$ cat src/rtl/ball_avionics_pkg.sv
// Shared definitions for the timestamp telemetry path: frame layout,
// framer state encoding and the frame byte selector.
package ball_avionics_pkg;

  localparam int         FRAME_LEN          = 6;
  localparam logic [7:0] DEFAULT_SYNC_BYTE  = 8'hA5;
  localparam int         DEFAULT_STABLE_CNT = 2;

  typedef logic [2:0] byte_idx_t;

  localparam byte_idx_t IDX_SYNC   = 3'd0;
  localparam byte_idx_t IDX_EVT    = 3'd1;
  localparam byte_idx_t IDX_TS_HI  = 3'd2;
  localparam byte_idx_t IDX_TS_MID = 3'd3;
  localparam byte_idx_t IDX_TS_LO  = 3'd4;
  localparam byte_idx_t IDX_CSUM   = byte_idx_t'(FRAME_LEN - 1);

  typedef enum logic [1:0] {
    ST_IDLE = 2'd0,
    ST_SNAP = 2'd1,
    ST_SEND = 2'd2
  } state_t;

  // Byte at position idx of the frame built from a latched snapshot.
  function automatic logic [7:0] frame_byte(
    input logic [7:0]  sync_byte,
    input logic [7:0]  evt,
    input logic [23:0] ts,
    input byte_idx_t   idx
  );
    logic [7:0] w_byte;
    w_byte = 8'h00;
    case (idx)
      IDX_SYNC:   w_byte = sync_byte;
      IDX_EVT:    w_byte = evt;
      IDX_TS_HI:  w_byte = ts[23:16];
      IDX_TS_MID: w_byte = ts[15:8];
      IDX_TS_LO:  w_byte = ts[7:0];
      IDX_CSUM:   w_byte = evt ^ ts[23:16] ^ ts[15:8] ^ ts[7:0];
      default:    w_byte = 8'h00;
    endcase
    return w_byte;
  endfunction

endpackage

$ cat src/rtl/ts_sync.sv
// Brings the slow, asynchronous timestamp count into the CLK domain and
// flags when the synchronised word has been steady long enough to trust.
module ts_sync #(
  parameter int STABLE_CNT = 2
) (
  input  logic        CLK,
  input  logic        RESET,
  input  logic [23:0] TIMESTAMP,
  output logic [23:0] TS_OUT,
  output logic        TS_VALID
);

  localparam int             CW      = $clog2(STABLE_CNT + 1);
  localparam logic [CW-1:0]  CNT_MAX = CW'(STABLE_CNT);

  logic [23:0]   r_ts_s1;
  logic [23:0]   r_ts_s2;
  logic [CW-1:0] r_cnt;

  // NOTE: non-blocking assignments give every flop its pre-edge value on the
  // right-hand side, so r_ts_s2 takes the old r_ts_s1 and the compare below
  // sees both stages as they stood before this edge.
  always_ff @(posedge CLK) begin
    if (RESET) begin
      r_ts_s1 <= '0;
      r_ts_s2 <= '0;
      r_cnt   <= '0;
    end else begin
      r_ts_s1 <= TIMESTAMP;
      r_ts_s2 <= r_ts_s1;
      // A multi-bit count can be caught mid-transition; only a run of equal
      // samples proves the word settled.
      if (r_ts_s1 == r_ts_s2) begin
        if (r_cnt != CNT_MAX) r_cnt <= r_cnt + CW'(1);
      end else begin
        r_cnt <= '0;
      end
    end
  end

  assign TS_OUT   = r_ts_s2;
  assign TS_VALID = (r_cnt == CNT_MAX);

endmodule

$ cat src/rtl/timestamp_framer.sv
// Snapshots the synchronised 10 Hz timestamp on each CAPTURE request and
// streams it as a 6-byte checksummed frame over a valid/ready byte link.
module timestamp_framer
  import ball_avionics_pkg::*;
#(
  parameter logic [7:0] SYNC_BYTE  = DEFAULT_SYNC_BYTE,
  parameter int         STABLE_CNT = DEFAULT_STABLE_CNT
) (
  input  logic        CLK,
  input  logic        RESET,
  input  logic [23:0] TIMESTAMP,
  input  logic        CAPTURE,
  input  logic [7:0]  EVENT_ID,
  input  logic        TX_READY,
  output logic [7:0]  TX_DATA,
  output logic        TX_VALID,
  output logic        BUSY,
  output logic        OVERRUN,
  input  logic        OVERRUN_CLR
);

  logic [23:0] w_ts;
  logic        w_ts_valid;
  logic        w_xfer;
  logic        w_drop;

  state_t      r_state;
  logic        r_pending;
  logic [7:0]  r_req_evt;
  logic        r_overrun;
  logic [23:0] r_ts_snap;
  logic [7:0]  r_evt_snap;
  byte_idx_t   r_idx;
  logic [7:0]  r_tx_data;
  logic        r_tx_valid;

  ts_sync #(
    .STABLE_CNT (STABLE_CNT)
  ) u_ts_sync (
    .CLK       (CLK),
    .RESET     (RESET),
    .TIMESTAMP (TIMESTAMP),
    .TS_OUT    (w_ts),
    .TS_VALID  (w_ts_valid)
  );

  assign w_xfer = r_tx_valid & TX_READY;
  assign w_drop = CAPTURE & r_pending;

  // Request register: one pending slot; a request arriving while it is
  // occupied is discarded and recorded in the sticky overrun flag.
  always_ff @(posedge CLK) begin
    if (RESET) begin
      r_pending <= 1'b0;
      r_req_evt <= 8'h00;
      r_overrun <= 1'b0;
    end else begin
      if (w_drop)           r_overrun <= 1'b1;
      else if (OVERRUN_CLR) r_overrun <= 1'b0;

      if (CAPTURE && !r_pending) begin
        r_pending <= 1'b1;
        r_req_evt <= EVENT_ID;
      end else if (r_state == ST_SNAP && w_ts_valid) begin
        r_pending <= 1'b0;
      end
    end
  end

  // Framer FSM with registered stream outputs.
  always_ff @(posedge CLK) begin
    if (RESET) begin
      r_state    <= ST_IDLE;
      r_ts_snap  <= '0;
      r_evt_snap <= 8'h00;
      r_idx      <= IDX_SYNC;
      r_tx_data  <= 8'h00;
      r_tx_valid <= 1'b0;
    end else begin
      case (r_state)
        ST_IDLE: begin
          if (r_pending) r_state <= ST_SNAP;
        end

        ST_SNAP: begin
          if (w_ts_valid) begin
            r_ts_snap  <= w_ts;
            r_evt_snap <= r_req_evt;
            r_idx      <= IDX_SYNC;
            r_tx_data  <= SYNC_BYTE;
            r_tx_valid <= 1'b1;
            r_state    <= ST_SEND;
          end
        end

        ST_SEND: begin
          if (w_xfer) begin
            if (r_idx == IDX_CSUM) begin
              r_tx_valid <= 1'b0;
              r_tx_data  <= 8'h00;
              r_idx      <= IDX_SYNC;
              // A request landing on this same edge is picked up from IDLE
              // on the following cycle.
              r_state    <= r_pending ? ST_SNAP : ST_IDLE;
            end else begin
              r_idx     <= r_idx + byte_idx_t'(1);
              r_tx_data <= frame_byte(SYNC_BYTE, r_evt_snap, r_ts_snap,
                                      r_idx + byte_idx_t'(1));
            end
          end
        end

        default: begin
          r_state    <= ST_IDLE;
          r_tx_valid <= 1'b0;
        end
      endcase
    end
  end

  assign TX_DATA  = r_tx_data;
  assign TX_VALID = r_tx_valid;
  assign BUSY     = (r_state != ST_IDLE) | r_pending;
  assign OVERRUN  = r_overrun;

endmodule
$ cat config.mk
export PLATFORM = sky130hd
export DESIGN_NAME = timestamp_framer
export DESIGN_NICKNAME = d
export VERILOG_FILES = /design/src/rtl/ball_avionics_pkg.sv /design/src/rtl/ts_sync.sv /design/src/rtl/timestamp_framer.sv
export SDC_FILE = /design/constraint.sdc
export NUM_CORES = 1
export LEC_CHECK = 0
export ABC_AREA = 1
export ABC_CLOCK_PERIOD_IN_PS = 3500
export CAP_MARGIN = 20
export CORE_MARGIN = 2
export CORE_UTILIZATION = 60
export CTS_BUF_LIST = sky130_fd_sc_hd__clkbuf_2 sky130_fd_sc_hd__clkbuf_4 sky130_fd_sc_hd__clkbuf_8
export DETAILED_ROUTE_END_ITERATION = 6
export PLACE_DENSITY_LB_ADDON = 0.2
export SYNTH_ARGS = -nofsm -noshare
export SYNTH_HDL_FRONTEND = slang
export SYNTH_SLANG_ARGS = --single-unit
$ cat constraint.sdc
create_clock -name CLK -period 3.5 [get_ports CLK]
set_input_delay 0.525 -clock CLK [delete_from_list [all_inputs] [get_ports CLK]]
set_output_delay 0.525 -clock CLK [all_outputs]
set_load 0.01 [all_outputs]
==> reports/summary.txt <==
Die Y - 91.4 µm
Share of layout cells above drive strength 1 - 3.99%
CTS tree - done
Clk_lat worst skew - 360 ps
Final hold violation count - 0
Gate Count Post-Synth - 681
Clk sinks - 106
Antenna diodes - 0
Synth-to-Final Area Change - 16.3%
IO Pins - 48
Synth Cell Area - 4590 µm²
WP data arrival - 2340 ps
Reported net switching power - 521 µW
Slowest cell on crit path - nand3_2
Core Area - 7330 µm²
RSZ-0062 raised after global routing - false
Logic pwr share - 6.6%
Required @ worst endpoint - 3810 ps
Initial DRC count - 273
Tcrit/Tclk final - 58.0%
Slowest stage delay, CP - 400 ps
Fin nets - 759
Post-CTS Resized - 0
Core Util, Final - 72.7%
Routed vias - 4089
Startpoint Class - flip-flop
Worst slew margin - 39.3%
Post-synth EDFFs - 0
Vias in the first global route - 3689
Crit end category - flip-flop
Clk pwr share - 37.5%
Leading area contributor after synthesis - dfxtp_1
Worst Tran Pin Value - 910 ps
R2R cell count - 8
Global-route wire length before repair - 15900 µm
Cts hold-fix bufs - 0
Worst IR drop on VDD - 0.000260 V
Seq/Total Area, Yosys - 46.3%
Final wirelength - 9290 µm
DRT Pass-1 Iters - 5
Worst Setup Path Type - reg -> reg
Minimum clock period - 2030 ps
GRT overflow - 0
Detail Placement HPWL - 6810 µm
Post-CTS Setup Bufs - 0
Clk slew on worst S/H paths - 100 ps
Fin. max-slew vios - 0
Peak Freq - 0.493 GHz
Setup violators final - 0
Number of max-cap violations - 0
Hold Crit Class - reg -> reg
Worst path cell trace - inv_1 > ha_1 > nand3_2 > buf_4 > nand2_1 > o21ai_0 > o21bai_1 > inv_1
Synth Register Bits - 106
Drt drc - 0
Flop pwr share - 55.8%
Crit-path max FO - 24
Setup TNS - 0 ps
Total Routing Usage GR - 23.3%
Num rows - 31
WHS Path Cells - 2
Sw frac - 23.0%
P per Cell Area - 425 nW/µm²
Die W - 91.4 µm
Synthesized Nets - 719
Yosys cell types - 25
Top post-synthesis cells by area - dfxtp_1, nand2_1, inv_1
Leakage - 2.52 nW
Top-area cell type share of the netlist area - 46.3%
Total power - 2.27 mW
Port Buffer Count - 47
Share of synthesized flip-flops with an asynchronous set or reset - 0%
Gp weighted congestion - 0.922
Drt wl/cell - 11.3 µm
Internal power - 1.75 mW
Clock Skew - 10.8 ps
Largest net degree at the start of global routing - 69
Longest Clk Path Bufs - 2
CTS buffer count - 9
Initial Util - 62.6%
Initial antenna violation count - 0
Status - completed
CP dominant cell by count - inv_1
Post-synth top flop - dfxtp_1
DIE AREA - 8360 µm²
Post-Syn Area per Cell - 6.74 µm²
Warning count from the yosys run - 0
CTS H-tree lvls - 3
Root Buffer - clkbuf_8
Vias per cell - 4.96
Final ANT Viol Nets - 0
[layer usage]
metal	vias to the layer above	track usage [%]	wire, µm
li1	2143	-	-
met1	1811	30.2	4220
met2	114	38.4	4450
met3	21	2.99	401
met4	0	11.4	222
met5	-	0	0
[kinds of logic (layout without fill, tap and decap cells)]
| logic type | after synthesis | count (layout) | share of synthesized area [%] |
|---|---|---|---|
| xor+xnor | 16 | 16 | 3.06 |
| flops | 106 | 106 | 46.3 |
| buf+inv | 128 | 173 | 10.9 |
| compound gates | 98 | 98 | 10.9 |
| simple gates | 332 | 332 | 28.6 |
| fa+ha+maj | 1 | 1 | 0.273 |
[power by group through the flow]
stage | clock, mW | sequential, mW | combinational, mW
3_3_place_gp | 0 | 1.29 | 0.147
3_5_place_dp | 0 | 1.29 | 0.152
4_1_cts | 0.861 | 1.27 | 0.152
6_report | 0.851 | 1.27 | 0.151
2_1_floorplan | 0 | 1.29 | 0.0892
5_1_grt | 0.918 | 1.27 | 0.174
[critical path, delay by kind of cell (launching register included)]
kind            cells  cell delay (ps)
flops               1              330
fa+ha+maj           1              270
compound gates      2              300
buf+inv             3              480
simple gates        2              600
[final cells by class]
cell class,count,area [µm²]
Multi-Input combinational cell,447,1970
Clock inverter,6,96.3
Tap cell,99,124
Clock buffer,10,138
Timing Repair Buffer,49,480
Sequential cell,106,2120
Inverter,108,405
Fill cell,586,2000
[per-stage QoR]
stage | std cells | setup WS, ps | hold WS, ps | instance area, µm²
final | 825 | 1470 | 440 | 5330
after floorplan | 681 | 2190 | 413 | 4590
after global placement | 809 | 1610 | 421 | 5100
after CTS | 825 | 1480 | 441 | 5330
after detailed placement | 809 | 1490 | 428 | 5100
after global routing | 825 | 1210 | 447 | 5330
[synthesized netlist by cell type (6+ instances only)]
master	count
a21oi_1	45
buf_2	8
clkbuf_1	10
dfxtp_1	106
inv_1	105
nand2_1	210
nand3_1	17
nor2_1	90
o21ai_0	47
xnor2_1	10
xor2_1	6
[final timing paths]
kind	start	end	slack [ps]
worst max-delay path	u_ts_sync.r_cnt[0]$_SDFFE_PP0N_	TX_DATA[0]$_SDFFE_PP0P_	1470
worst min-delay path	u_ts_sync.r_ts_s1[1]$_SDFF_PP0_	u_ts_sync.TS_OUT[1]$_SDFF_PP0_	440
worst max register to register	u_ts_sync.r_cnt[0]$_SDFFE_PP0N_	TX_DATA[0]$_SDFFE_PP0P_	1470
worst min register to register	u_ts_sync.r_ts_s1[1]$_SDFF_PP0_	u_ts_sync.TS_OUT[1]$_SDFF_PP0_	440
[cells in the final DEF, fill, tap and decap left out, types with 2 or more instances in the layout]
cell type	instances
a21oi_1	45
buf_4	2
bufinv_16	2
clkbuf_8	10
clkdlybuf4s50_1	46
dfxtp_1	106
inv_1	105
inv_2	3
nand2_1	210
nand3_1	17
nand3_2	2
nand4_1	4
nor2_1	90
nor2_2	3
nor3_1	4
o21ai_0	47
o21bai_1	2
xnor2_1	10
xor2_1	6
[sequential cells by signal, summed over array words and instances (netlist names)]
register,count
r_idx,3
TX_VALID,1
u_ts_sync.r_cnt,2
TX_DATA,8
r_pending,1
r_req_evt,8
u_ts_sync.r_ts_s1,24
r_evt_snap,8
OVERRUN,1
u_ts_sync.TS_OUT,24
r_ts_snap,24
r_state,2
(Power assumes the default switching activity.)
